### config.mk
export PLATFORM = sky130hd
export DESIGN_NAME = dna_match_controller
export DESIGN_NICKNAME = d
export VERILOG_FILES = /design/src/rtl/dna_match_controller.sv
export SDC_FILE = /design/constraint.sdc
export NUM_CORES = 1
export LEC_CHECK = 0
export CAP_MARGIN = 20
export CORE_ASPECT_RATIO = 1.1
export CORE_UTILIZATION = 55
export DETAILED_ROUTE_END_ITERATION = 10
export GPL_TIMING_DRIVEN = 0
export PLACE_DENSITY = 0.83
export SYNTH_ARGS = -nofsm -noshare
export SYNTH_HDL_FRONTEND = slang
export SYNTH_SLANG_ARGS = --single-unit
### constraint.sdc
create_clock -name clock -period 5.9 [get_ports clock]
set_clock_uncertainty 0.2 [all_clocks]
set_input_delay 1.18 -clock clock [delete_from_list [all_inputs] [get_ports clock]]
set_output_delay 1.18 -clock clock [all_outputs]
set_load 0.05 [all_outputs]
### src/rtl/dna_match_controller.sv
// Anchored pattern matcher: walks a small pattern program (literals, wildcards,
// alternations, exact and greedy bounded repeats) against a valid/ready nucleotide stream.
module dna_match_controller #(
  parameter int NW = 2,
  parameter int PW = 8,
  parameter int PD = 16,
  parameter int AW = $clog2(PD)
) (
  input  logic          clock,
  input  logic          reset_L,
  input  logic          start,
  input  logic [NW-1:0] nuc,
  input  logic          nuc_valid,
  input  logic          nuc_last,
  output logic          nuc_ready,
  output logic [AW-1:0] pat_addr,
  input  logic [PW-1:0] pat_data,
  output logic          busy,
  output logic          done,
  output logic          found,
  output logic          err
);

  typedef enum logic [2:0] {
    S_IDLE, S_DECODE, S_CONSUME, S_ALTLOAD, S_REP_EXACT, S_REP_UPTO, S_FIN
  } state_t;

  state_t        state_q;
  logic [AW-1:0] pc_q;
  logic [4:0]    count_q;
  logic [NW-1:0] cand_q [3];
  logic [1:0]    alt_n_q;
  logic [1:0]    alt_idx_q;
  logic          alt_mode_q;
  logic          ended_q;
  logic          busy_q;
  logic          done_q;
  logic          found_q;
  logic          err_q;

  logic [7:0]    ent;
  logic          is_end, is_lit, is_any, is_alt2, is_alt3, is_exact, is_upto;
  logic          elem_ok, elem_hit, alt_hit, cons_hit, pc_last, fire;
  logic [NW-1:0] lit_nuc;

  assign ent      = 8'(pat_data);
  assign is_end   = (ent == 8'h00);
  assign is_lit   = (ent[7:2] == 6'b000100);
  assign is_any   = (ent == 8'h20);
  assign is_alt2  = (ent == 8'h21);
  assign is_alt3  = (ent == 8'h22);
  assign is_exact = (ent[7:4] == 4'h0) && (ent[3:0] != 4'h0);
  assign is_upto  = (ent[7:4] == 4'h3);
  assign lit_nuc  = NW'(ent[1:0]);
  assign elem_ok  = is_lit | is_any;
  assign elem_hit = is_any | (is_lit && (nuc == lit_nuc));
  assign alt_hit  = (nuc == cand_q[0]) || (nuc == cand_q[1]) ||
                    ((alt_n_q == 2'd3) && (nuc == cand_q[2]));
  assign cons_hit = alt_mode_q ? alt_hit : elem_hit;
  assign pc_last  = (pc_q == AW'(PD - 1));

  // UPTO only accepts a symbol it will match, so a mismatch stays offered downstream.
  always_comb begin
    nuc_ready = 1'b0;
    case (state_q)
      S_CONSUME:   nuc_ready = !ended_q;
      S_REP_EXACT: nuc_ready = !ended_q && elem_ok && (count_q != 5'd0);
      S_REP_UPTO:  nuc_ready = !ended_q && elem_ok && (count_q != 5'd0) && elem_hit;
      default:     nuc_ready = 1'b0;
    endcase
  end

  assign fire     = nuc_valid && nuc_ready;
  assign pat_addr = pc_q;
  assign busy     = busy_q;
  assign done     = done_q;
  assign found    = found_q;
  assign err      = err_q;

  always_ff @(posedge clock or negedge reset_L) begin
    if (!reset_L) begin
      state_q    <= S_IDLE;
      pc_q       <= '0;
      count_q    <= '0;
      for (int i = 0; i < 3; i++) cand_q[i] <= '0;
      alt_n_q    <= '0;
      alt_idx_q  <= '0;
      alt_mode_q <= 1'b0;
      ended_q    <= 1'b0;
      busy_q     <= 1'b0;
      done_q     <= 1'b0;
      found_q    <= 1'b0;
      err_q      <= 1'b0;
    end else begin
      done_q <= 1'b0;
      if (fire && nuc_last) ended_q <= 1'b1;
      case (state_q)
        S_IDLE: begin
          if (start) begin
            pc_q       <= '0;
            found_q    <= 1'b0;
            err_q      <= 1'b0;
            ended_q    <= 1'b0;
            alt_mode_q <= 1'b0;
            busy_q     <= 1'b1;
            state_q    <= S_DECODE;
          end
        end
        S_DECODE: begin
          alt_mode_q <= 1'b0;
          if (is_end) begin
            found_q <= 1'b1; busy_q <= 1'b0; done_q <= 1'b1; state_q <= S_FIN;
          end else if (elem_ok) begin
            state_q <= S_CONSUME;
          end else if ((is_alt2 || is_alt3 || is_exact || is_upto) && !pc_last) begin
            pc_q <= pc_q + AW'(1);
            if (is_alt2 || is_alt3) begin
              alt_n_q   <= is_alt3 ? 2'd3 : 2'd2;
              alt_idx_q <= 2'd0;
              state_q   <= S_ALTLOAD;
            end else if (is_exact) begin
              count_q <= {1'b0, ent[3:0]};
              state_q <= S_REP_EXACT;
            end else begin
              count_q <= 5'd16 - {1'b0, ent[3:0]};
              state_q <= S_REP_UPTO;
            end
          end else begin
            err_q <= 1'b1; busy_q <= 1'b0; done_q <= 1'b1; state_q <= S_FIN;
          end
        end
        S_CONSUME: begin
          if (ended_q || (fire && !cons_hit)) begin
            busy_q <= 1'b0; done_q <= 1'b1; state_q <= S_FIN;
          end else if (fire) begin
            if (pc_last) begin
              err_q <= 1'b1; busy_q <= 1'b0; done_q <= 1'b1; state_q <= S_FIN;
            end else begin
              pc_q <= pc_q + AW'(1); state_q <= S_DECODE;
            end
          end
        end
        S_ALTLOAD: begin
          if (!is_lit || ((alt_idx_q != alt_n_q - 2'd1) && pc_last)) begin
            err_q <= 1'b1; busy_q <= 1'b0; done_q <= 1'b1; state_q <= S_FIN;
          end else begin
            cand_q[alt_idx_q] <= lit_nuc;
            if (alt_idx_q == alt_n_q - 2'd1) begin
              alt_mode_q <= 1'b1;
              state_q    <= S_CONSUME;
            end else begin
              alt_idx_q <= alt_idx_q + 2'd1;
              pc_q      <= pc_q + AW'(1);
            end
          end
        end
        S_REP_EXACT, S_REP_UPTO: begin
          if (!elem_ok) begin
            err_q <= 1'b1; busy_q <= 1'b0; done_q <= 1'b1; state_q <= S_FIN;
          end else if ((count_q == 5'd0) || (state_q == S_REP_UPTO &&
                       (ended_q || (nuc_valid && !elem_hit)))) begin
            if (pc_last) begin
              err_q <= 1'b1; busy_q <= 1'b0; done_q <= 1'b1; state_q <= S_FIN;
            end else begin
              pc_q <= pc_q + AW'(1); state_q <= S_DECODE;
            end
          end else if (ended_q || (fire && !elem_hit)) begin
            busy_q <= 1'b0; done_q <= 1'b1; state_q <= S_FIN;
          end else if (fire) begin
            count_q <= count_q - 5'd1;
          end
        end
        S_FIN: begin
          state_q <= S_IDLE;
        end
        default: state_q <= S_IDLE;
      endcase
    end
  end

endmodule

* Word-level counts from Yosys, hierarchy flattened
Cells that the tools add are included.
** Word-level totals
- Register bits :: 28
- Bits of input ports :: 15
- Output and inout port bits :: 9
** Cells by class
- Add/subtract/negate cells :: 5
- $lt $le $gt $ge :: 2
- Equality and inequality tests :: 43
- Muxes and demuxes :: 92
- Bitwise logic cells :: 6
- Reductions and logical operators :: 52
** Operators by type and width (count)
- $mux W5 :: 9
- $mux W4 :: 11
- $mux W1 :: 40
- $mux W3 :: 13
- $ne A2 B2 Y1 const B :: 19
- $eq A8 B6 Y1 const B :: 3
- $pmux W4 S5 :: 1
- $reduce_and A9 Y1 :: 2
- $logic_and A1 B1 Y1 :: 15
- $ne A3 B3 Y1 const B :: 5
- $pmux W3 S5 :: 1
- $mux W2 :: 7
- $reduce_and A7 Y1 :: 2
- $reduce_and A11 Y1 :: 1
- $eq A2 B2 Y1 :: 5
- $logic_or A1 B1 Y1 :: 10
- $pmux W1 S5 :: 2
- $pmux W5 S2 :: 1
- $reduce_bool A5 Y1 :: 2
- $logic_not A8 Y1 :: 1
- $reduce_and A4 Y1 :: 2
- $bwmux W6 :: 1
- $eq A3 B2 Y1 const B :: 2
- $eq A3 B3 Y1 const B :: 2
- other kinds (33) :: 43

* Longest topological paths before layout
Gate-level depths: netlist of the first run.
- Depth in word-level cells :: 13
- Depth in mapped cells :: 9
- Depth with buffers taken out :: 8

* Worst setup path before layout of the first run
No wires, ideal clock.
- Path type :: input -> output
- Start point :: input pat_data[0]
- End point :: output nuc_ready
- Arrival :: 3.082 ns
- Slack :: 1.438 ns
- Stages :: 7
- Path buffers :: 1
- Cell sequence :: inv_1 ha_1 or3b_1 buf_2 o22ai_2 nand2_1 o22ai_1
** On the way
- Word-level cells in the longest chain between the ends :: 6
** RTL lines
- from (decl) :: line 17 : input logic [PW-1:0] pat_data,
- $eq A8 B6 Y1 :: line 49 : assign is_any = (ent == 8'h20);
- $or A1 B1 Y1 :: line 55 : assign elem_ok = is_lit | is_any;
- $logic_and A1 B1 Y1 (2 in series) :: line 67, 68
- $logic_and A1 B1 Y1 :: line 68 : S_REP_UPTO: nuc_ready = !ended_q && elem_ok && (count_q != 5'd0) && elem_hit;
- $pmux W1 S3 * :: line 65 : case (state_q)
- to (decl) :: line 15 : output logic nuc_ready,
Every way passes the cells marked *; elsewhere a longest branch is shown, timed or not.

* Final worst setup path of the first run
Ends and elaborated chain as after synthesis.

==> results.ini, run 1 <==
[synthesis]
ys_types=69
yosysWarnings=0
synth.largest_area_cell=dfrtp_1
yosysTopAreaCellShare_pct=28.1
async_reset_ff_share_pct=100
synth_seq_cells=28
synth-seq-area-share_pct=28.1
synth_area_um2=2500
synth_edf_count=0
avgSynthCellArea_um2=8.61
synth_area_leaders=dfrtp_1, ha_1, nor2_1, o21ai_0, mux2_2
syn_nets=315
syn_inst=290
synth_flop_cell=dfrtp_1

[critical_path]
crit_required_ns=4.52
arrival_ns=4.21
slowest_delay_ns=0.83
cp-end-kind=output pin
crit_path_start_kind=input port
reg2regPathDepth=8
crit_chain=clkdlybuf4s50_1 > inv_1 > ha_1 > or3b_1 > buf_2 > o22ai_2 > nand2_1 > o22ai_1 > clkdlybuf4s50_1
cp_num_buf_inv=4
cp_slowest_cell=clkdlybuf4s50_1
crit_fanout=9
cp_num_cells=9
crit_family=buffers and inverters
crit_path_frequent_cell=clkdlybuf4s50_1
setup.worst_path.class=in2out

[place]
io_buffers=21
post-place-ws_ns=0.352
gp_congestion=0.995
place_hpwl_um=5160

[finish]
final_cell_mix=dfrtp_1, nor2_1, clkdlybuf4s50_1
nets=343
drive_gt1_share_pct=11.4
final_common_cell=dfrtp_1
antennaDiodeCount=0
area_delta_synth_final_pct=14.6
fin_util_pct=66.3

[cts]
numClockSinks=28
hold_buffers=0
cts_resized=0
postCtsSetupBuffers=0
root_buffer=clkbuf_8
clkSlewWorstSetupHoldPaths_ns=0.10
cts.path.max_buffers=2
htreeDepth=1
cts_buffers=3
tritoncts=done
clock_latency_ns=0.29

[global_route]
met1_usage_pct=42.8
grt-busiest-layer=met2
antenna_found_initial=0
met3_usage_pct=2.97
grt_util_met2_pct=49.4
grt_max_degree=16
grt_overflow=0
grt_pass1_vias=2319
grtUsageTotal_pct=31.1
grt_pass1_wl_um=11400

[detailed_routing]
drtAntennaViolNets=0
drt-initial-drc-count=213
viasPerCell=6.65
wl_per_cell_um=18.3
firstDrtPassIters=6
routed_wl_um=6800
vias=2466
drc_errors=0

[timing]
max_freq_ghz=0.179
drv_slew=0
hold_violations=0
post-route-period-util_pct=94.8
rsz0062_at_grt=no
setup-violations-final=0
setup_tns_ns=0
period_needed_ns=5.59
worst_slew_pin_slew_ns=0.758
setup_slack_ns=0.306
relSlewSlack_pct=49.3
hold_slack_ns=0.297

[power]
p_total_w=0.00118
power_leakage_nw=1.17
ir_worst_vdd_mv=0.318
p_per_area_nw_per_um2=412

[min_path]
worstHoldPathCells=1
hold_class=reg2reg

[floorplan]
rows=25
core_area_um2=4320
die_y_um=72.7
initial_core_util_pct=57.9
fp.dieW_um=66.3
ios=24
die-area_um2=4810

[status]
outcome=completed

[job]
maxCapViolCount=0

area by class of cell:
class                           count  area (um^2)
Fill cell                         366         1450
Buffer                             13         52.6
Sequential cell                    28          701
Multi-Input combinational cell    236         1700
Tap cell                           54         67.6
Inverter                           13         48.8
Timing Repair Buffer               23          243
Clock buffer                        4         55.1
registers in the layout, summed over array words and instances, names as in the netlist:
| name | flops |
|---|---|
| state_q | 3 |
| cand_q | 6 |
| ended_q | 1 |
| busy | 1 |
| err | 1 |
| found | 1 |
| count_q | 5 |
| pat_addr | 4 |
| alt_mode_q | 1 |
| alt_idx_q | 2 |
| alt_n_q | 2 |
| done | 1 |
routing by layer:
metal | wire length (um) | vias up
met3 | 472 | 32
li1 | - | 1155
met4 | 277 | 0
met2 | 3050 | 137
met5 | 0 | -
met1 | 3010 | 1142
Yosys cell counts (5+ instances only):
master / count
inv_1: 13
a31oi_1: 5
xor2_1: 6
dfrtp_1: 28
o21ai_0: 18
nor2_1: 26
and3_1: 8
a211oi_1: 5
clkbuf_1: 9
xnor2_1: 5
mux2_2: 7
mux2i_1: 7
nand2_1: 19
nand3_1: 9
o211ai_1: 8
a21oi_1: 10
ha_1: 10
nand2b_1: 5
nor3_1: 13
per-stage QoR:
stage / area [um^2] / std cells
final: 2860 / 371
after detailed placement: 2800 / 366
after global routing: 2860 / 371
after floorplan: 2500 / 290
after CTS: 2860 / 370
after global placement: 2780 / 365
worst register-to-register path: cells and delay by family, from the launching register on:
family	cells	cell delay (ns)
flip-flops	1	0.43
adder cells (fa/ha/maj)	1	0.15
buffers and inverters	1	0.11
AO/OA/AOI/OAI	2	0.49
multiplexers	1	0.37
AND/OR/NAND/NOR	3	0.90
report_power, final:
| part | leakage, nW | switching, W | total (W) | internal (W) |
|---|---|---|---|---|
| combinational | 0.775 | 0.000466 | 0.000749 | 0.000283 |
| sequential | 0.364 | 0.0000554 | 0.000304 | 0.000248 |
| clock | 0.0288 | 0.0000677 | 0.000128 | 0.0000601 |
| total | 1.17 | 0.000589 | 0.00118 | 0.000591 |
worst paths after layout:
kind,endpoint,from,slack (ns)
min in group asynchronous,pat_addr[2],reset_L,1.12
worst min-delay path,alt_n_q[1],alt_n_q[1],0.30
worst min register to register,alt_n_q[1],alt_n_q[1],0.30
worst max register to register,err,count_q[0],3.15
worst max-delay path,nuc_ready,pat_data[0],0.31
max in group asynchronous,count_q[0],reset_L,3.84
cell families (layout without fill, tap and decap cells):
| kind of cell | after synthesis | after routing | share of synthesized area (%) |
|---|---|---|---|
| and+or+nand+nor | 113 | 113 | 26.1 |
| AOI/OAI and AO/OA | 87 | 87 | 26.4 |
| muxes | 15 | 15 | 6.56 |
| DFF | 28 | 28 | 28.1 |
| adders and majority gates | 10 | 10 | 5.01 |
| xor gates and xnor gates | 11 | 11 | 3.86 |
| buffers and inverters | 26 | 53 | 4.06 |
(Power assumes the default switching activity.)
==> inputs of run 2 (changes only) <==
MAX_ROUTING_LAYER = met4   (was unset)
==> run 2 against run 1 <==
Global-route usage grew 1.1 points. Count of clock-buffer cells in the layout shrank 1. Critical path type unchanged. Cell count is the same. Combinational power is essentially flat. Via count is essentially flat. Clock power grew 24%. Sequential power is essentially flat. Wire length grew 0.63%. Critical endpoint unchanged.
==> results.ini, run 2 (synthesis gave the netlist of run 1 again) <==
[status]
outcome=completed  ; unchanged

[timing]
setup_tns_ns=0  ; unchanged
rsz0062_at_grt=no  ; unchanged
setup-violations-final=0  ; unchanged
post-route-period-util_pct=94.7  ; was 94.8%
period_needed_ns=5.59  ; about the same
relSlewSlack_pct=47.7  ; was 49.3%
worst_slew_pin_slew_ns=0.783  ; was 0.758 ns
max_freq_ghz=0.179  ; about the same
hold_slack_ns=0.288  ; was 0.297 ns
hold_violations=0  ; unchanged
drv_slew=0  ; unchanged

[cts]
cts_resized=0  ; unchanged
hold_buffers=0  ; unchanged
tritoncts=done  ; unchanged
clock_latency_ns=0.29  ; about the same
clkSlewWorstSetupHoldPaths_ns=0.10  ; about the same
htreeDepth=1  ; unchanged
cts.path.max_buffers=2  ; unchanged
numClockSinks=28  ; unchanged
postCtsSetupBuffers=0  ; unchanged
root_buffer=clkbuf_8  ; unchanged
cts_buffers=3  ; unchanged

[power]
power_leakage_nw=1.18  ; was 1.17 nW
clkPwrFrac_pct=13.1  ; was 10.8%
comb_power_share_pct=61.6  ; was 63.5%
swShare_pct=48.8  ; was 49.9%
p_per_area_nw_per_um2=422  ; was 412 nW/um^2
ir_worst_vdd_mv=0.377  ; was 0.318 mV
power_frac_seq_pct=25.3  ; was 25.7%
p_switching_w=0.000593  ; was 0.000589 W
p_total_w=0.00121  ; was 0.00118 W
internal_power_w=0.000622  ; was 0.000591 W

[detailed_routing]
vias=2464  ; was 2466
wl_per_cell_um=18.5  ; was 18.3 um
drc_errors=0  ; unchanged
routed_wl_um=6850  ; was 6800 um
drtAntennaViolNets=0  ; unchanged
drt-initial-drc-count=242  ; was 213
firstDrtPassIters=5  ; was 6
viasPerCell=6.64  ; was 6.65

[finish]
largest_register_ffs=6  ; unchanged
drive_gt1_share_pct=11.4  ; unchanged
top_register=cand_q  ; unchanged
final_cell_mix=dfrtp_1, nor2_1, clkdlybuf4s50_1  ; unchanged
final_common_cell=dfrtp_1  ; unchanged
nets=343  ; unchanged
area_delta_synth_final_pct=15.3  ; was 14.6%
antennaDiodeCount=0  ; unchanged

[global_route]
grt_overflow=0  ; unchanged
grt_max_degree=17  ; was 16
grt_pass1_wl_um=11500  ; was 11400 um
grtUsageTotal_pct=32.2  ; was 31.1%
grt_pass1_vias=2350  ; was 2319
antenna_found_initial=0  ; unchanged

[critical_path]
cp_num_buf_inv=4  ; unchanged
reg2reg_slack_ns=3.13  ; was 3.15 ns
cp_slowest_cell=clkdlybuf4s50_1  ; unchanged
arrival_ns=4.21  ; about the same
cp_num_cells=9  ; unchanged
r2r_end=err  ; unchanged
crit_required_ns=4.52  ; about the same
crit_path_start_kind=input port  ; unchanged
setup.worst_path.class=in2out  ; unchanged
crit_family=buffers and inverters  ; unchanged
reg2regPathDepth=8  ; unchanged
worstSetupEndpoint=nuc_ready  ; unchanged
cp-end-kind=output pin  ; unchanged
slowest_delay_ns=0.82  ; was 0.83 ns
crit_fanout=9  ; unchanged
crit_path_frequent_cell=clkdlybuf4s50_1  ; unchanged
crit_chain=clkdlybuf4s50_1 > inv_1 > ha_1 > or3b_1 > buf_2 > o22ai_2 > nand2_1 > o22ai_1 > clkdlybuf4s50_1  ; unchanged
regToRegStartpoint=count_q[0]  ; unchanged
crit_start=pat_data[0]  ; unchanged

[floorplan]
die-area_um2=4810  ; unchanged
die_y_um=72.7  ; unchanged
rows=25  ; unchanged
ios=24  ; unchanged
fp.dieW_um=66.3  ; unchanged
initial_core_util_pct=57.9  ; unchanged
core_area_um2=4320  ; unchanged

[place]
place_hpwl_um=5240  ; was 5160 um
io_buffers=21  ; unchanged
gp_congestion=1.03  ; was 0.995

[job]
maxCapViolCount=0  ; unchanged

[min_path]
hold_class=reg2reg  ; unchanged

==> run 2: cell types whose count changed in the layout (fill, tap and decap cells not counted), sizes merged <==
cell / before / now
clkbuf: 14 / 13
bufinv: 0 / 1
==> run 2: power groups by stage <==
stage | Combinational (W) | Clock [W] | Sequential, W
after floorplan | 0.000475 | 0 | 0.000370
after CTS | 0.000739 | 0.000161 | 0.000306
after detailed placement | 0.000736 | 0 | 0.000309
after global placement | 0.000726 | 0 | 0.000306
final | 0.000749 | 0.000159 | 0.000307
after global routing | 0.000815 | 0.000167 | 0.000314
==> run 2: area by class of cell <==
cell class / count / area (um^2)
Multi-Input combinational cell: 236 / 1700
Fill cell: 366 / 1440
Sequential cell: 28 / 701
Timing Repair Buffer: 23 / 243
Tap cell: 54 / 67.6
Buffer: 13 / 52.6
Inverter: 13 / 48.8
Clock buffer: 3 / 41.3
Clock inverter: 1 / 30.0
==> run 2: worst min path at each step <==
| stage | start | end | slack, ns | cells after the start |
|---|---|---|---|---|
| 2_1_floorplan | alt_n_q[1] | alt_n_q[1] | 0.24 | 1 |
| 3_3_place_gp | alt_n_q[1] | alt_n_q[1] | 0.27 | 1 |
| 3_5_place_dp | alt_n_q[1] | alt_n_q[1] | 0.28 | 1 |
| 4_1_cts | alt_n_q[1] | alt_n_q[1] | 0.30 | 1 |
| 5_1_grt | alt_n_q[1] | alt_n_q[1] | 0.34 | 1 |
| 6_report | alt_n_q[1] | alt_n_q[1] | 0.29 | 1 |
==> run 2: stage by stage <==
stage | setup WS [ns] | area, um^2 | instances | util, %
detailed placement | 0.342 | 2800 | 366 | 64.9
floorplan | 1.44 | 2500 | 290 | -
global route | 0.175 | 2880 | 371 | 66.7
global placement | 0.402 | 2780 | 365 | 64.3
finish | 0.312 | 2880 | 371 | 66.7
CTS | 0.359 | 2870 | 370 | 66.6
==> run 2: per-layer routing <==
metal	share of wire (%)	global-route usage (%)	vias up
met4	2.8	14.4	0
li1	-	-	1162
met3	5.8	2.19	18
met1	43	42.6	1166
met5	0	-	-
met2	49	50.5	118
==> inputs of run 3 (changes only) <==
SLEW_MARGIN = 0   (was unset)
==> results of run 3 <==
Final layout, timing and power as in run 2 (identical DEF).
